--- src/rtl/sha256_seq_pkg.sv ---
// Shared types and constants for the bit-serial SHA-256 sequencer.
// Optional stall support is enabled by defining BSEQ_STALL_EN.
package sha256_seq_pkg;

  typedef enum logic [1:0] {
    IDLE  = 2'd0,
    RUN   = 2'd1,
    FINAL = 2'd2
  } seq_state_e;

  localparam int SHA_W_WORD    = 32;
  localparam int SHA_ROUNDS    = 64;
  localparam int SHA_MSG_WORDS = 16;

  function automatic int cw(input int n);
    return (n > 1) ? $clog2(n) : 1;
  endfunction

endpackage

--- src/rtl/sha256_bit_sequencer_bclk_divider.sv ---
// bclk generator: divides clk by 2*BCLK_DIV and flags the play (falling) edge.
// Frozen when en_i is low; clr_i returns it to count 0 with bclk low.
module bclk_divider
  import sha256_seq_pkg::*;
#(
  parameter int BCLK_DIV = 2
) (
  input  logic clk,
  input  logic rst_n,
  input  logic en_i,
  input  logic clr_i,
  output logic bclk_o,
  output logic fall_o
);

  localparam int DW = cw(BCLK_DIV);
  localparam logic [DW-1:0] DIV_MAX = DW'(BCLK_DIV - 1);

  logic [DW-1:0] div_q, div_d;
  logic          bclk_q, bclk_d;
  logic          tick;

  always_comb begin
    tick   = en_i && !clr_i && (div_q == DIV_MAX);
    div_d  = div_q;
    bclk_d = bclk_q;
    if (clr_i) begin
      div_d  = '0;
      bclk_d = 1'b0;
    end else if (en_i) begin
      div_d = tick ? '0 : div_q + 1'b1;
      if (tick) bclk_d = ~bclk_q;
    end
  end

  always_ff @(posedge clk or negedge rst_n) begin
    if (!rst_n) begin
      div_q  <= '0;
      bclk_q <= 1'b0;
    end else begin
      div_q  <= div_d;
      bclk_q <= bclk_d;
    end
  end

  assign bclk_o = bclk_q;
  assign fall_o = tick && bclk_q;

endmodule

--- src/rtl/sha256_bit_sequencer.sv ---
// Master bit/round sequencer and bclk source for the bit-serial SHA-256 core.
// Define BSEQ_STALL_EN to add the stall input that freezes all sequencing.
module sha256_bit_sequencer
  import sha256_seq_pkg::*;
#(
  parameter  int W_WORD     = SHA_W_WORD,
  parameter  int ROUNDS     = SHA_ROUNDS,
  parameter  int MSG_WORDS  = SHA_MSG_WORDS,
  parameter  int BCLK_DIV   = 2,
  parameter  int FINAL_BITS = 32,
  localparam int BW         = cw(W_WORD),
  localparam int RW         = cw(ROUNDS),
  localparam int FW         = cw(FINAL_BITS)
) (
  input  logic          clk,
  input  logic          rst_n,
  input  logic          start,
  input  logic          abort,
`ifdef BSEQ_STALL_EN
  input  logic          stall,
`endif
  output logic          bclk,
  output logic [BW-1:0] bit_idx,
  output logic [RW-1:0] round_idx,
  output logic          word_first,
  output logic          word_last,
  output logic          msg_phase,
  output logic          final_ph,
  output logic          busy,
  output logic          done
);

  seq_state_e    state_q, state_d;
  logic [BW-1:0] bit_q, bit_d;
  logic [RW-1:0] rnd_q, rnd_d;
  logic [FW-1:0] fin_q, fin_d;
  logic          clr, fall, frz, done_c;
  logic          bit_last, rnd_last, fin_last;

`ifdef BSEQ_STALL_EN
  assign frz = stall;
`else
  assign frz = 1'b0;
`endif

  bclk_divider #(
    .BCLK_DIV(BCLK_DIV)
  ) u_div (
    .clk   (clk),
    .rst_n (rst_n),
    .en_i  ((state_q != IDLE) && !frz),
    .clr_i (clr),
    .bclk_o(bclk),
    .fall_o(fall)
  );

  assign bit_last = (bit_q == BW'(W_WORD - 1));
  assign rnd_last = (rnd_q == RW'(ROUNDS - 1));
  assign fin_last = (fin_q == FW'(FINAL_BITS - 1));

  always_comb begin
    state_d = state_q;
    bit_d   = bit_q;
    rnd_d   = rnd_q;
    fin_d   = fin_q;
    clr     = 1'b0;
    done_c  = 1'b0;
    if (state_q != IDLE && abort) begin
      state_d = IDLE;
      clr     = 1'b1;
      bit_d   = '0;
      rnd_d   = '0;
      fin_d   = '0;
    end else begin
      unique case (state_q)
        IDLE: begin
          clr = 1'b1;
          if (start) state_d = RUN;
        end
        RUN: begin
          if (fall) begin
            bit_d = bit_last ? '0 : bit_q + 1'b1;
            if (bit_last && rnd_last) begin
              state_d = FINAL;
              fin_d   = '0;
            end else if (bit_last) begin
              rnd_d = rnd_q + 1'b1;
            end
          end
        end
        FINAL: begin
          // round_idx stays parked on the last round here
          if (fall) begin
            bit_d = bit_last ? '0 : bit_q + 1'b1;
            fin_d = fin_q + 1'b1;
            if (fin_last) begin
              state_d = IDLE;
              bit_d   = '0;
              rnd_d   = '0;
              fin_d   = '0;
              done_c  = 1'b1;
            end
          end
        end
        default: state_d = IDLE;
      endcase
    end
  end

  always_ff @(posedge clk or negedge rst_n) begin
    if (!rst_n) begin
      state_q <= IDLE;
      bit_q   <= '0;
      rnd_q   <= '0;
      fin_q   <= '0;
    end else begin
      state_q <= state_d;
      bit_q   <= bit_d;
      rnd_q   <= rnd_d;
      fin_q   <= fin_d;
    end
  end

  assign busy       = (state_q != IDLE);
  assign bit_idx    = bit_q;
  assign round_idx  = rnd_q;
  assign word_first = busy && (bit_q == '0);
  assign word_last  = busy && bit_last;
  assign msg_phase  = (state_q == RUN) && (int'(rnd_q) < MSG_WORDS);
  assign final_ph   = (state_q == FINAL);
  assign done       = done_c;

endmodule

--- config.mk ---
export PLATFORM = sky130hd
export DESIGN_NAME = sha256_bit_sequencer
export DESIGN_NICKNAME = d
export VERILOG_FILES = /design/src/rtl/sha256_seq_pkg.sv /design/src/rtl/sha256_bit_sequencer_bclk_divider.sv /design/src/rtl/sha256_bit_sequencer.sv
export SDC_FILE = /design/constraint.sdc
export NUM_CORES = 1
export LEC_CHECK = 0
export ABC_AREA = 0
export CELL_PAD_IN_SITES_DETAIL_PLACEMENT = 1
export CELL_PAD_IN_SITES_GLOBAL_PLACEMENT = 1
export CORE_MARGIN = 1
export CORE_UTILIZATION = 45
export CTS_CLUSTER_DIAMETER = 50
export DETAILED_ROUTE_END_ITERATION = 7
export DONT_BUFFER_PORTS = 1
export PLACE_DENSITY_LB_ADDON = 0.1
export SYNTH_ARGS = -nofsm -noshare
export SYNTH_HDL_FRONTEND = slang
export SYNTH_HIERARCHICAL = 1
export SYNTH_SLANG_ARGS = --single-unit
--- constraint.sdc ---
create_clock -name clk -period 3.1 [get_ports clk]
set_input_delay 0.775 -clock clk [delete_from_list [all_inputs] [get_ports clk]]
set_output_delay 0.775 -clock clk [all_outputs]
set_load 0.05 [all_outputs]
---- Word level (Yosys, flattened, before mapping) ----
Cells that the tools add are included.
operators by class
  add/sub/neg operators ................... 4
  $lt $le $gt $ge ......................... 1
  equality and inequality tests ........... 12
  multiplexer cells ....................... 38
  bitwise operators ....................... 1
  reduce and logical (&&, ||, !) cells .... 20
operators by type and width
  cell                                                        number
  2-to-1 mux 5 bit                                            10
  2-to-1 mux 6 bit                                            6
  case mux 5 bit (2 select lines)                             2
  != test 3 bit, second input constant                        5
  2-to-1 mux 1 bit                                            12
  2-to-1 mux 2 bit                                            6
  case mux 6 bit (2 select lines)                             1
  adder 5 x 1 -> 5 bit, second input constant                 2
  equality test 5 bit, second input constant                  2
  logical AND 1 bit                                           8
  adder 6 x 1 -> 6 bit, second input constant                 1
  equality test 6 bit, second input constant                  1
  less-than comparator 6 x 5 -> 1 bit, second input constant  1
  != test 3 x 1 -> 1 bit, second input constant               2
  case mux 2 bit (3 select lines)                             1
  AND reduction 6 bit                                         1
  nonzero test 2 bit                                          3
  logical NOT 5 bit                                           1
  AND reduction 5 bit                                         1
  AND reduction 4 bit                                         1
  AND reduction 3 bit                                         1
  nonzero test 3 bit                                          1
  equality test 2 x 1 -> 1 bit, second input constant         1
  equality test 2 bit, second input constant                  1
  other kinds (5)                                             5
storage, ports and cells
  bits in registers ....................... 20

---- Longest topological paths before layout ----
  depth in word-level cells ............... 10
  mapped depth ............................ 10

---- Hierarchy ----
The synthesis kept the hierarchy.
modules (own cells, without submodules)
  module                times used  cells each  area an instance (sq um)
  sha256_bit_sequencer  1           126         1192.4
  bclk_divider          1           8           98.8

---- Least setup slack after synthesis ----
No wires, ideal clock.
  kind .................................... register to output
  start point ............................. register state_q[1]
  end point ............................... output port done
  arrival ................................. 2.738 ns
  path slack .............................. -0.413 ns
  cell stages (with the launch flop) ...... 8
  path buffers ............................ 1
  cells stage by stage .................... dfrtp_1 -> buf_2 -> nor2_1 -> inv_1 -> nand2_1 -> and4b_1 -> nand2_1 -> nor3b_1
between the ends
  word-level cells in the longest chain between the ends .. 10
ends and longest elaborated chain
  element                         line                                     text
  start, declared                 sha256_bit_sequencer.sv:33               seq_state_e state_q, state_d;
  start signal, assigned          sha256_bit_sequencer.sv:117              state_q <= state_d;
  nonzero test 2 bit              -
  net busy                        sha256_bit_sequencer.sv:29               output logic busy,
  logical AND 1 bit               sha256_bit_sequencer.sv:68               if (state_q != IDLE && abort) begin
  2-to-1 mux 1 bit                sha256_bit_sequencer.sv:68
  net clr                         sha256_bit_sequencer.sv:37               logic clr, fall, frz, done_c;
  logical NOT 1 bit               sha256_bit_sequencer_bclk_divider.sv:24  tick = en_i && !clr_i && (div_q == DIV_MAX);
  logical AND 1 bit (2 in a row)  sha256_bit_sequencer_bclk_divider.sv:24
  logical AND 1 bit               sha256_bit_sequencer_bclk_divider.sv:47  assign fall_o = tick && bclk_q;
  net fall                        sha256_bit_sequencer.sv:37
  2-to-1 mux 1 bit                sha256_bit_sequencer.sv:93               if (fall) begin
  2-to-1 mux 1 bit                sha256_bit_sequencer.sv:75               unique case (state_q)
  2-to-1 mux 1 bit                sha256_bit_sequencer.sv:68
  end, declared                   sha256_bit_sequencer.sv:30               output logic done
The timed path passes the listed nets, and every way through them passes these cells.

---- Worst setup path in the final report ----
  start point ............................. register state_q[0]
  end point ............................... output port done
between the ends
  word-level cells in the longest chain between the ends .. 10
ends and longest elaborated chain
  element                                                         line
  logical NOT 2 bit / nonzero test 2 bit (equally long branches)  sha256_bit_sequencer.sv:75, sha256_bit_sequencer.sv:51, sha256_bit_sequencer.sv:68
  2-to-1 mux 1 bit / logical AND 1 bit (equally long branches)    sha256_bit_sequencer.sv:75, sha256_bit_sequencer.sv:68
  2-to-1 mux 1 bit                                                sha256_bit_sequencer.sv:68
  logical NOT 1 bit                                               sha256_bit_sequencer_bclk_divider.sv:24
  logical AND 1 bit * (2 in a row)                                sha256_bit_sequencer_bclk_divider.sv:24
  logical AND 1 bit *                                             sha256_bit_sequencer_bclk_divider.sv:47
  net fall                                                        sha256_bit_sequencer.sv:37
  2-to-1 mux 1 bit *                                              sha256_bit_sequencer.sv:93
  2-to-1 mux 1 bit *                                              sha256_bit_sequencer.sv:75
  2-to-1 mux 1 bit *                                              sha256_bit_sequencer.sv:68
The timed path passes the listed nets; every way through them passes the cells marked *.

==> impl_metrics.tcl <==
set metrics [dict create \
    outcome "finished, final reports clean" \
    power_density_nw_per_um2 738 \
    drc 0 \
    synth_area_leaders "dfrtp_1 39%, ha_1 5.8%, o31ai_1 3.5%, inv_1 3.2%, nor2_1 2.9%" \
    dp.cells 172 \
    post_drt_wl_per_cell_um 18.4 \
    syn_avg_cell_area_um2 9.64 \
    yosysSeqAreaShare_pct 38.8 \
    numClockSinks 20 \
    antenna_cells 0 \
    yosysWarnings 6 \
    fin_crit_ps 2850 \
    grt_pass1_vias 1181 \
    synth_cell_types 47 \
    die_area_um2 3090 \
    grt_start_max_net_pins 21 \
    crit_type "flip-flop to primary output" \
    clock_latency_ps 300 \
    yosysTopAreaCell "dfrtp_1" \
    path_common_cell "buf_4" \
    hp-class "input port to async pin" \
    grt_use_total_pct 23.1 \
    synth.most_common_cell "dfrtp_1" \
    yosys_register_bits 20 \
    cp_slowest_cell "dfrtp_2" \
    met1_usage_pct 31.1 \
    cp.arrival_ps 2080 \
    max_slew_margin_pct 39.5 \
    drt_first_pass_iters 4 \
    io_pins 22 \
    antenna_found_initial 0 \
    layout-drive-gt1-share_pct 22.2 \
    core_um2 2730 \
    met3_usage_pct 3.75 \
    vdd_drop_max_uv 551 \
    hold_viol 0 \
    numCtsBuffers 3 \
    critPathTopFamily "simple AND/OR/NAND/NOR gates" \
    drv_cap 0 \
    rsz0062_at_grt "false" \
    max_slew.worst_pin.slew_ps 900 \
    cts_buffer_depth 2 \
    worstReg2RegEnd "bit_idx[1]$_DFFE_PN0P_" \
    critPathMaxFanout 10 \
    port-buffer-count 0 \
    finalSetupTns_ps 0 \
    syn_inst 134 \
    vias 1086 \
    reg2regPathDepth 9 \
    endpoint_kind "primary output" \
    clk_pin_slew_worst_paths_ps 120 \
    synth_nets 144 \
    leakage_nw 0.629 \
    r2r-start "state_q[0]$_DFFE_PN0P_" \
    grt_pass1_wl_mm 5.62 \
    core.rowCount 19 \
    via_per_inst 6.21 \
    nFillCells 316 \
    ant_nets 0 \
    period_share_pct 92.1 \
    htreeDepth 1 \
    cp_cell_sequence "nor2_1 -> inv_1 -> buf_4 -> and4b_1 -> nand2_1 -> nor3b_2 -> buf_4" \
    rrSetupSlack_ps 580 \
    synth_area_um2 1290 \
    start_util_pct 47.2 \
    setup-violations-final 0 \
    gr-max-usage-layer "met2" \
    critPathBufInv 3 \
    crit_required_ps 2320 \
    overflow 0 \
    root_buffer "clkbuf_4" \
    area_growth_pct 10.4 \
    critPathMaxStageDelay_ps 490 \
    drt-initial-drc-count 15 \
    use_met2_pct 37.9 \
    max_freq_mhz 350 \
    synthTopCellsByCount "20 x dfrtp_1, 11 x inv_1, 10 x nor2_1" \
    gp_congestion 0.763 \
    die_w_um 55.6 \
    synth_top_area_share_pct 38.8 \
    crit_path_start_kind "flip-flop" \
    async_reset_ff_share_pct 100 \
    totalWireLength_mm 3.21 \
    cts_tree "built" \
    synth_edf_count 0 \
    slew_violations 0 \
    fin_cells 175 \
    nets 156 \
    die_h_um 55.6 \
    fin_skew_ps 3.29 \
    synth_top_flop_cell "dfrtp_1" \
    post_cts_buffers 0 \
    hpwl_mm 2.40 \
]
worst max path at each step:
stage / start / endpoint / slack [ps] / cells after the start
after CTS: state_q[0]$_DFFE_PN0P_ / done / 100 / 7
after global placement: state_q[1]$_DFFE_PN0P_ / done / 520 / 7
after global routing: state_q[0]$_DFFE_PN0P_ / done / 110 / 7
after floorplan: state_q[1]$_DFFE_PN0P_ / done / 60 / 7
after detailed placement: state_q[0]$_DFFE_PN0P_ / done / 450 / 7
final: state_q[0]$_DFFE_PN0P_ / done / 250 / 7
layout by cell type (no fill, tap or decap), types with 2 or more instances in the layout:
master    netlist  layout
o31ai_1         6       6
buf_4           0      12
ha_1            6       6
nand3_1         2       2
a21oi_1         2       2
nor2_1         10      10
inv_1          11      11
nor2b_1         2       2
a31oi_1         3       3
mux2_2          2       2
o21ai_0         5       5
nor4_2          0       2
nand2b_1        4       4
and3_1          4       4
a211oi_1        4       4
nand2_1         7       7
o22ai_1         4       4
nor3_1          2       2
clkbuf_4        0       3
dfrtp_2         0       2
a22o_1          3       3
dfrtp_1        20      18
o21ai_1         2       2
nand4_1         3       3
registers in the layout, indices dropped and copies added (netlist names):
name          count
bit_idx           5
fin_q             5
round_idx         6
state_q           2
u_div/bclk_o      1
u_div/div_q       1
cells by family after synthesis:
kind of cell	synth area share (%)
mux	3.68
compound gates	22.9
flops	38.8
simple gates	22.1
xor+xnor	0.678
buf+inv	6.10
fa+ha+maj	5.81
layout make-up:
class                           count  area (um2)  area share [%]
Clock buffer                        3        22.5            1.58
Inverter                           11        41.3            2.90
Multi-Input combinational cell     98         729            51.2
Sequential cell                    20         503            35.3
Tap cell                           31        38.8            2.72
Timing Repair Buffer               12        90.1            6.32
metrics by stage:
| step | area, um2 | hold WS, ps | setup WS, ps | total power, mW | utilization, % |
|---|---|---|---|---|---|
| 2_1_floorplan | 1300 | 472 | 56.1 | 0.803 | - |
| 3_3_place_gp | 1400 | 480 | 519 | 0.910 | 51.2 |
| 5_1_grt | 1430 | 118 | 108 | 1.12 | 52.1 |
| 3_5_place_dp | 1400 | 480 | 455 | 0.930 | 51.2 |
| 4_1_cts | 1420 | 138 | 97.7 | 1.06 | 52.0 |
| 6_report | 1430 | 148 | 246 | 1.05 | 52.1 |
layer usage:
metal	part of all wire [%]	wire, um	vias up
met3	4.0	128	5
met2	50	1620	25
li1	-	-	517
met4	0.96	31	0
met5	0	0	-
met1	45	1440	539
timing repair:
action                     4_1_cts  5_1_grt
resized for setup                0        2
setup endpoints to repair        0        1
hold buffers                     0        0
report_power, final:
group          switching (mW)  leakage, nW  internal, mW
registers               0.166        0.258         0.317
logic                   0.292        0.356         0.149
clock network          0.0818       0.0138        0.0453
(Power assumes the default switching activity.)
